File: src/rtl/fft_frame_sequencer.sv
// Runs one energy/color computation per new FFT frame and commits the resulting
// palette to the VGA color path only on the falling edge of vsync.
module fft_frame_sequencer #(
    parameter int unsigned TIMEOUT_CYCLES = 2_000_000,
    parameter logic [83:0] DEFAULT_COLOR  = 84'hFFF_FF0_F0F_00F_0F0_D08_0FF
) (
    input  logic        clock,
    input  logic        reset,
    input  logic        fft_ready,
    input  logic        adjusting,
    output logic        energy_start,
    input  logic        energy_done,
    input  logic [83:0] color_in,
    input  logic        vsync_async,
    output logic [83:0] color_out,
    output logic        busy,
    output logic [7:0]  drop_count,
    output logic [7:0]  timeout_count,
    output logic [15:0] commit_count,
    output logic [1:0]  dbg_state
);

    typedef enum logic [1:0] {
        ST_IDLE = 2'd0,
        ST_RUN  = 2'd1,
        ST_HOLD = 2'd2
    } state_t;

    localparam int TIMER_W = (TIMEOUT_CYCLES > 1) ? $clog2(TIMEOUT_CYCLES) : 1;
    localparam logic [TIMER_W-1:0] TIMER_LAST = TIMER_W'(TIMEOUT_CYCLES - 1);

    state_t             state_q, state_d;
    logic               vs1_q, vs1_d;
    logic               vs2_q, vs2_d;
    logic               vs_prev_q, vs_prev_d;
    logic               rdy_in_q, rdy_in_d;
    logic               rdy_prev_q, rdy_prev_d;
    logic               done_in_q, done_in_d;
    logic [83:0]        color_smp_q, color_smp_d;
    logic [TIMER_W-1:0] timer_q, timer_d;
    logic [83:0]        shadow_q, shadow_d;
    logic [83:0]        color_out_q, color_out_d;
    logic [7:0]         drop_q, drop_d;
    logic [7:0]         timeout_q, timeout_d;
    logic [15:0]        commit_q, commit_d;
    logic               start_q, start_d;
    logic               busy_q, busy_d;

    logic               vblank;
    logic               rdy_edge;

    // fft_ready and the engine result are sampled once before use, so every
    // decision is made from registered values.
    assign vblank   = vs_prev_q & ~vs2_q;
    assign rdy_edge = rdy_in_q & ~rdy_prev_q;

    always_comb begin
        state_d     = state_q;
        vs1_d       = vsync_async;
        vs2_d       = vs1_q;
        vs_prev_d   = vs2_q;
        rdy_in_d    = fft_ready;
        rdy_prev_d  = rdy_in_q;
        done_in_d   = energy_done;
        color_smp_d = color_in;
        timer_d     = '0;
        shadow_d    = shadow_q;
        color_out_d = color_out_q;
        drop_d      = drop_q;
        timeout_d   = timeout_q;
        commit_d    = commit_q;
        start_d     = 1'b0;

        case (state_q)
            ST_IDLE: begin
                if (rdy_edge && !adjusting) begin
                    state_d = ST_RUN;
                    start_d = 1'b1;
                end
            end
            ST_RUN: begin
                timer_d = timer_q + 1'b1;
                if (done_in_q) begin
                    shadow_d = color_smp_q;
                    state_d  = ST_HOLD;
                end else if (timer_q == TIMER_LAST) begin
                    if (timeout_q != 8'hFF) begin
                        timeout_d = timeout_q + 8'd1;
                    end
                    state_d = ST_IDLE;
                end
            end
            ST_HOLD: begin
                if (vblank) begin
                    color_out_d = shadow_q;
                    commit_d    = commit_q + 16'd1;
                    state_d     = ST_IDLE;
                end
            end
            default: state_d = ST_IDLE;
        endcase

        // A frame edge that cannot start a computation is counted, never queued.
        if (rdy_edge && (state_q != ST_IDLE || adjusting) && drop_q != 8'hFF) begin
            drop_d = drop_q + 8'd1;
        end

        busy_d = (state_d != ST_IDLE);
    end

    always_ff @(posedge clock) begin
        if (reset) begin
            state_q     <= ST_IDLE;
            vs1_q       <= 1'b1;
            vs2_q       <= 1'b1;
            vs_prev_q   <= 1'b1;
            rdy_in_q    <= 1'b1;
            rdy_prev_q  <= 1'b1;
            done_in_q   <= 1'b0;
            color_smp_q <= DEFAULT_COLOR;
            timer_q     <= '0;
            shadow_q    <= DEFAULT_COLOR;
            color_out_q <= DEFAULT_COLOR;
            drop_q      <= 8'd0;
            timeout_q   <= 8'd0;
            commit_q    <= 16'd0;
            start_q     <= 1'b0;
            busy_q      <= 1'b0;
        end else begin
            state_q     <= state_d;
            vs1_q       <= vs1_d;
            vs2_q       <= vs2_d;
            vs_prev_q   <= vs_prev_d;
            rdy_in_q    <= rdy_in_d;
            rdy_prev_q  <= rdy_prev_d;
            done_in_q   <= done_in_d;
            color_smp_q <= color_smp_d;
            timer_q     <= timer_d;
            shadow_q    <= shadow_d;
            color_out_q <= color_out_d;
            drop_q      <= drop_d;
            timeout_q   <= timeout_d;
            commit_q    <= commit_d;
            start_q     <= start_d;
            busy_q      <= busy_d;
        end
    end

    assign energy_start  = start_q;
    assign busy          = busy_q;
    assign color_out     = color_out_q;
    assign drop_count    = drop_q;
    assign timeout_count = timeout_q;
    assign commit_count  = commit_q;
    assign dbg_state     = state_q;

endmodule

File: config.mk
export PLATFORM = sky130hd
export DESIGN_NAME = fft_frame_sequencer
export DESIGN_NICKNAME = d
export VERILOG_FILES = /design/src/rtl/fft_frame_sequencer.sv
export SDC_FILE = /design/constraint.sdc
export NUM_CORES = 1
export LEC_CHECK = 0
export ABC_AREA = 1
export CORE_MARGIN = 5
export CORE_UTILIZATION = 26
export CTS_CLUSTER_SIZE = 25
export DETAILED_ROUTE_END_ITERATION = 12
export GPL_ROUTABILITY_DRIVEN = 1
export PLACE_DENSITY = 0.52
export SYNTH_ARGS = -nofsm -noshare
export SYNTH_HDL_FRONTEND = slang
export SYNTH_SLANG_ARGS = --single-unit
File: constraint.sdc
create_clock -name clock -period 3.8 [get_ports clock]
set_input_delay 0.76 -clock clock [delete_from_list [all_inputs] [get_ports clock]]
set_output_delay 0.76 -clock clock [all_outputs]
set_load 0.05 [all_outputs]
-- Word-level counts from Yosys, hierarchy flattened
Index checks and enable logic that the tools add are counted.
- add/sub/neg operators: 4
- eq/ne operators: 5
- mux-type cells: 6
- bitwise operators: 7
- reduce and logical (&&, ||, !) cells: 13
- operators with widths (operator ; count):
    $add A21 B1 Y21 const B ; 1
    $eq A21 B21 Y1 const B ; 1
    $add A16 B1 Y16 const B ; 1
    $add A8 B1 Y8 const B ; 2
    $ne A8 B8 Y1 const B ; 2
    $mux W2 ; 4
    $pmux W2 S3 ; 1
    $not A1 Y1 ; 5
    $reduce_and A2 Y1 ; 2
    $reduce_and A4 Y1 ; 1
    $reduce_bool A2 Y1 ; 2
    $reduce_or A2 Y1 ; 2
    $logic_and A1 B1 Y1 ; 3
    $and A1 B1 Y1 ; 2
    $eq A2 B1 Y1 const B ; 1
    $eq A2 B2 Y1 const B ; 1
    $logic_not A2 Y1 ; 1
    $logic_not A1 Y1 ; 1
    $logic_or A1 B1 Y1 ; 1
    $mux W1 ; 1
- flip-flop bits (word level): 315
- logic and storage cells: 51

-- Longest topological paths before layout
Gate-level depths: netlist of the first run.
- depth in word-level cells: 6
- depth in mapped cells: 10
- gate-level depth less buffers: 10

-- Worst setup path after synthesis of the first run
No wires, ideal clock.
- path kind: reg-to-reg
- start: register drop_q[1], in the netlist drop_count[1]
- end: register drop_q[6], in the netlist drop_count[6]
- arrival: 1.687 ns
- data required time: 3.687 ns
- setup slack: 2.000 ns
- cell stages (with the launch flop): 10
- path buffers: 0
- clock period less this slack: 1.800 ns
- cell sequence: dfxtp_1 -> ha_1 -> nand3_1 -> or2_1 -> nand2_2 -> inv_2 -> nand2_1 -> nand2_1 -> nand2_1 -> nor2_1
- cells in the longest elaborated chain, start to end: 2
- elaborated cells between the ends (all ways): 3
- classes of those cells: 1 x add/sub; 1 x eq/ne; 1 x reduce/logical
- ends and longest elaborated chain (element ; RTL line ; text):
    start: declaration ; 43 ; logic [7:0] drop_q, drop_d;
    start signal: assignment ; 141 ; drop_q <= drop_d;
    parallel branches: the longest is 2 deep, another holds $add A8 B1 Y8 ; n/a ;
Several ways; the timed one is not identified.
A chain may end at the register's enable or synchronous reset.

-- Worst setup path after layout of the first run
- start: register state_q[0], in the netlist dbg_state[0]
- end: output dbg_state[0]
- RTL lines (element ; RTL line ; text):
    start: declaration ; 32 ; state_t state_q, state_d;
    start signal: assignment ; 130 ; state_q <= state_d;
    end: declaration ; 20 ; output logic [1:0] dbg_state
No word-level cell between the ends.

==> results of run 1 <==
[power breakdown]
group          total, mW  internal, mW  leakage, nW  switching, mW
sequential          3.39          3.37         2.57         0.0206
combinational      0.247         0.128         2.98          0.119
clock               3.55          2.16        0.607           1.39
[worst reg2reg max path: stages, from the launching register on]
cell and delay [ns]:
dfxtp_1 0.51, nor2_2 0.11, nand2_4 0.43, buf_4 0.60
o21ai_0 0.24, nor2_1 0.14
[flip-flops by register name, indices dropped and copies added, names as in the netlist, 2 cells and up]
name / cells
commit_count: 16
color_smp_q: 84
timeout_count: 8
shadow_q: 84
drop_count: 8
color_out: 84
dbg_state: 2
timer_q: 21
[cells by family after synthesis]
kind of cell	count (synthesis)
and+or+nand+nor	781
DFF	315
buffers and inverters	164
AOI/OAI and AO/OA	134
xor gates and xnor gates	9
adders and majority gates	4
[per-layer routing]
layer / vias to the layer above / share of wire (%) / track usage, %
met5: - / 0 / 0
met4: 0 / 3.4 / 5.16
met3: 60 / 4.6 / 2.53
met2: 214 / 46 / 20.5
met1: 4286 / 46 / 15.5
li1: 4823 / - / -
[synth_stat cells]
| cell | n | area (um2) |
|---|---|---|
| clkbuf_1 | 35 | 131 |
| nor2_4 | 7 | 78.8 |
| nor2_2 | 6 | 37.5 |
| nor3_1 | 11 | 55.1 |
| and2_1 | 1 | 6.26 |
| buf_6 | 2 | 22.5 |
| nand2_1 | 302 | 1130 |
| buf_2 | 24 | 120 |
| xnor2_1 | 2 | 17.5 |
| a21oi_1 | 43 | 215 |
| ha_1 | 4 | 50.1 |
| nand3b_1 | 2 | 15.0 |
| o21a_1 | 1 | 7.51 |
| buf_4 | 1 | 7.51 |
| nor3_2 | 2 | 20.0 |
| buf_1 | 8 | 30.0 |
| or2_1 | 1 | 6.26 |
| nand3_1 | 127 | 636 |
| or2_2 | 53 | 332 |
| nand3_2 | 2 | 20.0 |
| nand2_2 | 6 | 37.5 |
| a21oi_2 | 1 | 8.76 |
| inv_2 | 5 | 18.8 |
| nor4_1 | 2 | 12.5 |
| nor3b_1 | 1 | 7.51 |
| a31oi_1 | 1 | 6.26 |
| or2_0 | 1 | 6.26 |
| dfxtp_1 | 315 | 6310 |
| xor2_1 | 7 | 61.3 |
| o21ai_0 | 88 | 440 |
| inv_1 | 89 | 334 |
| nor2_1 | 244 | 916 |
| nand4_1 | 12 | 75.1 |
| and3_1 | 1 | 6.26 |
[area by class of cell]
class | count | area (um2) | area share (%)
Multi-Input combinational cell | 928 | 4210 | 28.2
Clock buffer | 52 | 1060 | 7.11
Clock inverter | 14 | 166 | 1.11
Inverter | 94 | 359 | 2.40
Sequential cell | 315 | 6310 | 42.2
Timing Repair Buffer | 219 | 2160 | 14.5
Tap cell | 546 | 683 | 4.57
[how the worst max path moves through the flow]
| stage | startpoint | to | slack [ns] | cells past startpoint |
|---|---|---|---|---|
| 2_1_floorplan | drop_count[1] | drop_count[6] | 2.00 | 9 |
| 3_3_place_gp | reset | color_out[72] | 1.45 | 4 |
| 3_5_place_dp | reset | color_out[76] | 1.41 | 4 |
| 4_1_cts | dbg_state[0] | dbg_state[0] | 1.07 | 1 |
| 5_1_grt | dbg_state[0] | dbg_state[0] | 1.06 | 1 |
| 6_report | dbg_state[0] | dbg_state[0] | 1.12 | 1 |
==> impl_results.md, run 1 <==
- Gpl congestion: 0.801
- GRT Resource Usage Total: 12.3%
- GRT Residual Overflow: 0
- Die height: 217 um
- Pre-CTS WS: 1.41 ns
- Sequential cell area fraction in the yosys report: 56.4%
- Critical path buffers and inverters: 1
- Min-delay worst type: reg -> reg
- Post-route clock period utilization: 70.5%
- Hold Crit Depth: 2
- Worst Skew: 0.0136 ns
- RSZ-0062 raised after global routing: no
- Htree depth: 2
- Insertion delay of the later-clocked pin in the worst-skew pair: 0.53 ns
- CTS Root Cell: clkbuf_16
- Vias in the first global route: 9074
- Post-DR vias/cell: 4.33
- Synth Area in XOR/XNOR: 0.705%
- Critical path class: reg -> out
- Area delta synth->final: 33.8%
- Power consumption: 7.19 mW
- Adder-Cell Fraction of Synth Area: 0.448%
- Dpl hpwl: 19200 um
- Finished Layout Cells: 2168
- Antenna viol nets, final: 0
- Mapped Area: 0.0112 mm2
- Placed insts: 2102
- Fmax achieved: 373 MHz
- Clk pin slew, worst setup/hold paths: 0.06 ns
- Worst R2R Path Depth: 5
- Finished Cell Area: 0.0150 mm2
- Most frequent cells in the layout: 315 x dfxtp_1, 302 x nand2_1, 244 x nor2_1
- Mux cell area share after synthesis: 0%
- CP arrival: 1.92 ns
- Final Hold Vio Count: 0
- Post-CTS Setup Inserts: 0
- PostCTS Resize Cnt: 0
- Register bit count reported by yosys: 315
- Initial Utilization: 26.1%
- Initial antenna violation count: 0
- Core area: 0.0428 mm2
- Power per standard cell area: 481 mW/mm2
- # rows: 76
- DR WL/cell: 13.8 um
- Maximum fanout along the worst path: 7
- LEAKAGE: 6.15 nW
- CTS tree: yes
- Most common cell after layout, fill and taps aside: dfxtp_1
- Compound-gate portion of the synthesized area: 6.07%
- Data required time of the critical path: 3.04 ns
- Slew Limit Fails: 0
- Worst setup slack after layout: 1.12 ns
- Port Buffers: 209
- Outcome: completed
- Synth warn: 0
- Cells after Synth: 1407
- Placement Cell Area: 0.0137 mm2
- Syn Area/Cell: 7.94 um2
- Synth Area in Simple Gates: 30.4%
- R2r endpoint: color_out[24]
- Drt first pass iters: 5
- Max Root-Sink Buffers: 3
- Fill count: 4472
- Crit path launch type: flip-flop
- DR vias: 9383
- CTS Buf Count: 38
- Max VDD drop: 0.265 mV
- Fin crit period: 2.68 ns
- First-pass GRT wire length: 47600 um
- Worst reg2reg path startpoint: dbg_state[0]
- Final setup fails: 0
- Hold EP: shadow_q[15]
- Hold Slack: 0.436 ns
- N_diodes: 0
- CTS Hold Buffers Added: 0
- Family with the most delay on the worst path: buffers and inverters
- Slowest cell delay on critical path: 0.87 ns
- Pin count of the biggest net entering global routing: 101
- CP Cell Sequence: clkdlybuf4s50_1
- Max Cap Viol: 0
- Worst Max-Slew Pin Slew: 1.03 ns
- Hold path start: color_smp_q[15]
- Max-slew headroom: 31.4%
- Share of layout cells above drive strength 1: 9.43%
- Distinct cells, synth: 34
- I/O pin cnt: 210
- Detailed Route WL: 29900 um
- Die X: 217 um
- Setup TNS: 0 ns
- Critical-path top delay cell: clkdlybuf4s50_1
- Setup slack, reg-to-reg: 1.70 ns
- Post-layout util: 35.0%
- Nets: 1690
- Syn_nets: 1501
- # clock sinks: 315
- DRC viols: 0
- Die area: 0.0472 mm2
- Initial DRC Count: 491
- Crit path capture type: output pin
- Largest family of logic cells by synthesized area: simple AND/OR/NAND/NOR gates
Note: power is estimated with default switching activity, not from simulation.
==> run 2, diff against run 1 <==
Settings changed: PLACE_DENSITY 0.52 to 0.53.
Clock period 3.8 ns to 2.37 ns, I/O delays scaled along.
==> run 2 against run 1 <==
Final area up 0.23%. Clock-buffer cell count is the same. Register-to-register slack got worse by 1.0 ns. Total power is 59% higher. Clock power grew 57%. Cell count grew 0.14%.
==> impl_results.md, run 2 (same netlist as run 1, synthesis figures left out) <==
- Outcome: completed
- Post-DR vias/cell: 4.33
- Initial antenna violation count: 0
- Critical-path top delay cell: clkdlybuf4s50_1
- CTS tree: yes
- Gpl congestion: 0.795
- Share of layout cells above drive strength 1: 9.78%
- # rows: 76
- Fin crit period: 2.29 ns
- Pre-CTS WS: 0.234 ns
- Post-route clock period utilization: 96.7%
- Data required time of the critical path: 1.90 ns
- Die height: 217 um
- Worst Max-Slew Pin Slew: 0.595 ns
- Slowest cell delay on critical path: 0.86 ns
- Max-slew headroom: 60.2%
- Most frequent cells in the layout: 315 x dfxtp_1, 302 x nand2_1, 244 x nor2_1
- DR WL/cell: 13.9 um
- Setup TNS: 0 ns
- N_diodes: 0
- CP Cell Sequence: clkdlybuf4s50_1
- Max Root-Sink Buffers: 3
- I/O pin cnt: 210
- CP arrival: 1.82 ns
- RSZ-0062 raised after global routing: no
- Port Buffers: 209
- First-pass GRT wire length: 48300 um
- Fill count: 4535
- Dpl hpwl: 19700 um
- Insertion delay of the later-clocked pin in the worst-skew pair: 0.53 ns
- Die X: 217 um
- Initial Utilization: 26.1%
- Clk pin slew, worst setup/hold paths: 0.06 ns
- Pin count of the biggest net entering global routing: 89
- Most common cell after layout, fill and taps aside: dfxtp_1
- Power per standard cell area: 761 mW/mm2
- Vias in the first global route: 9062
- Crit path launch type: flip-flop
- # clock sinks: 315
- Critical path buffers and inverters: 1
- Antenna viol nets, final: 0
- Worst setup slack after layout: 0.0776 ns
- DRC viols: 0
- GRT Resource Usage Total: 12.6%
- Critical path class: reg -> out
- Worst Skew: 0.00769 ns
- CTS Buf Count: 37
- Slew Limit Fails: 0
- Crit path capture type: output pin
- GRT Residual Overflow: 0
- Final Hold Vio Count: 0
- Drt first pass iters: 5
- Max VDD drop: 0.358 mV
- Fmax achieved: 436 MHz
- Htree depth: 2
- Nets: 1693
- Area delta synth->final: 34.1%
- CTS Root Cell: clkbuf_16
- Initial DRC Count: 455
- Detailed Route WL: 30200 um
- Family with the most delay on the worst path: buffers and inverters
- Min-delay worst type: in -> reg
- Die area: 0.0472 mm2
- CTS Hold Buffers Added: 0
- Maximum fanout along the worst path: 5
- LEAKAGE: 6.22 nW
- Core area: 0.0428 mm2
- Final setup fails: 0
- DR vias: 9400
- Post-CTS Setup Inserts: 0
- Max Cap Viol: 0
[run 2: repair_timing]
action / in CTS / in global routing
setup endpoints to repair: 2 / 2
gates cloned: 0 / 0
resized for setup: 2 / 2
[run 2: area by class of cell]
cell class | instances | area (um2) | share of cell area, %
clock buffers | 52 | 1060 | 7.09
clock inverters | 13 | 125 | 0.835
inverters | 94 | 359 | 2.40
multi-input cells | 928 | 4210 | 28.1
flip-flops and latches | 315 | 6310 | 42.1
well taps | 546 | 683 | 4.56
repair buffers | 223 | 2240 | 15.0
[run 2: power by group]
| part | switching [mW] | leakage (nW) | internal (mW) |
|---|---|---|---|
| clock network | 2.22 | 0.590 | 3.34 |
| logic | 0.194 | 3.06 | 0.213 |
| registers | 0.0310 | 2.57 | 5.40 |
| total | 2.45 | 6.22 | 8.95 |
[run 2: per-stage QoR]
| stage | hold slack, ns | cell area [um2] | power, mW | instances | util, % |
|---|---|---|---|---|---|
| 4_1_cts | 0.241 | 15000 | 11.7 | 2171 | 35.0 |
| 3_3_place_gp | 0.404 | 13800 | 5.96 | 2106 | 32.3 |
| 3_5_place_dp | 0.404 | 13800 | 5.96 | 2106 | 32.3 |
| 5_1_grt | 0.270 | 15000 | 11.9 | 2171 | 35.0 |
| 6_report | 0.279 | 15000 | 11.4 | 2171 | 35.0 |
| 2_1_floorplan | 0.389 | 11200 | 5.73 | 1407 | - |
[run 2: layer usage]
layer / GRT usage (%) / vias to the layer above / part of all wire, %
met1: 15.7 / 4352 / 45
li1: - / 4819 / -
met4: 4.21 / 0 / 2.1
met2: 21.4 / 186 / 48
met5: 0 / - / 0
met3: 2.94 / 43 / 5.1
[run 2: worst paths after layout]
path                    startpoint                to  slack (ns)  depth (start not counted)
hold reg to reg              vs1_q             vs2_q        0.41                          1
setup reg to reg  timeout_count[0]  timeout_count[5]        0.66                          7
setup / recovery     drop_count[4]     drop_count[4]        0.08                          1
hold / removal               reset  timeout_count[0]        0.28                          2
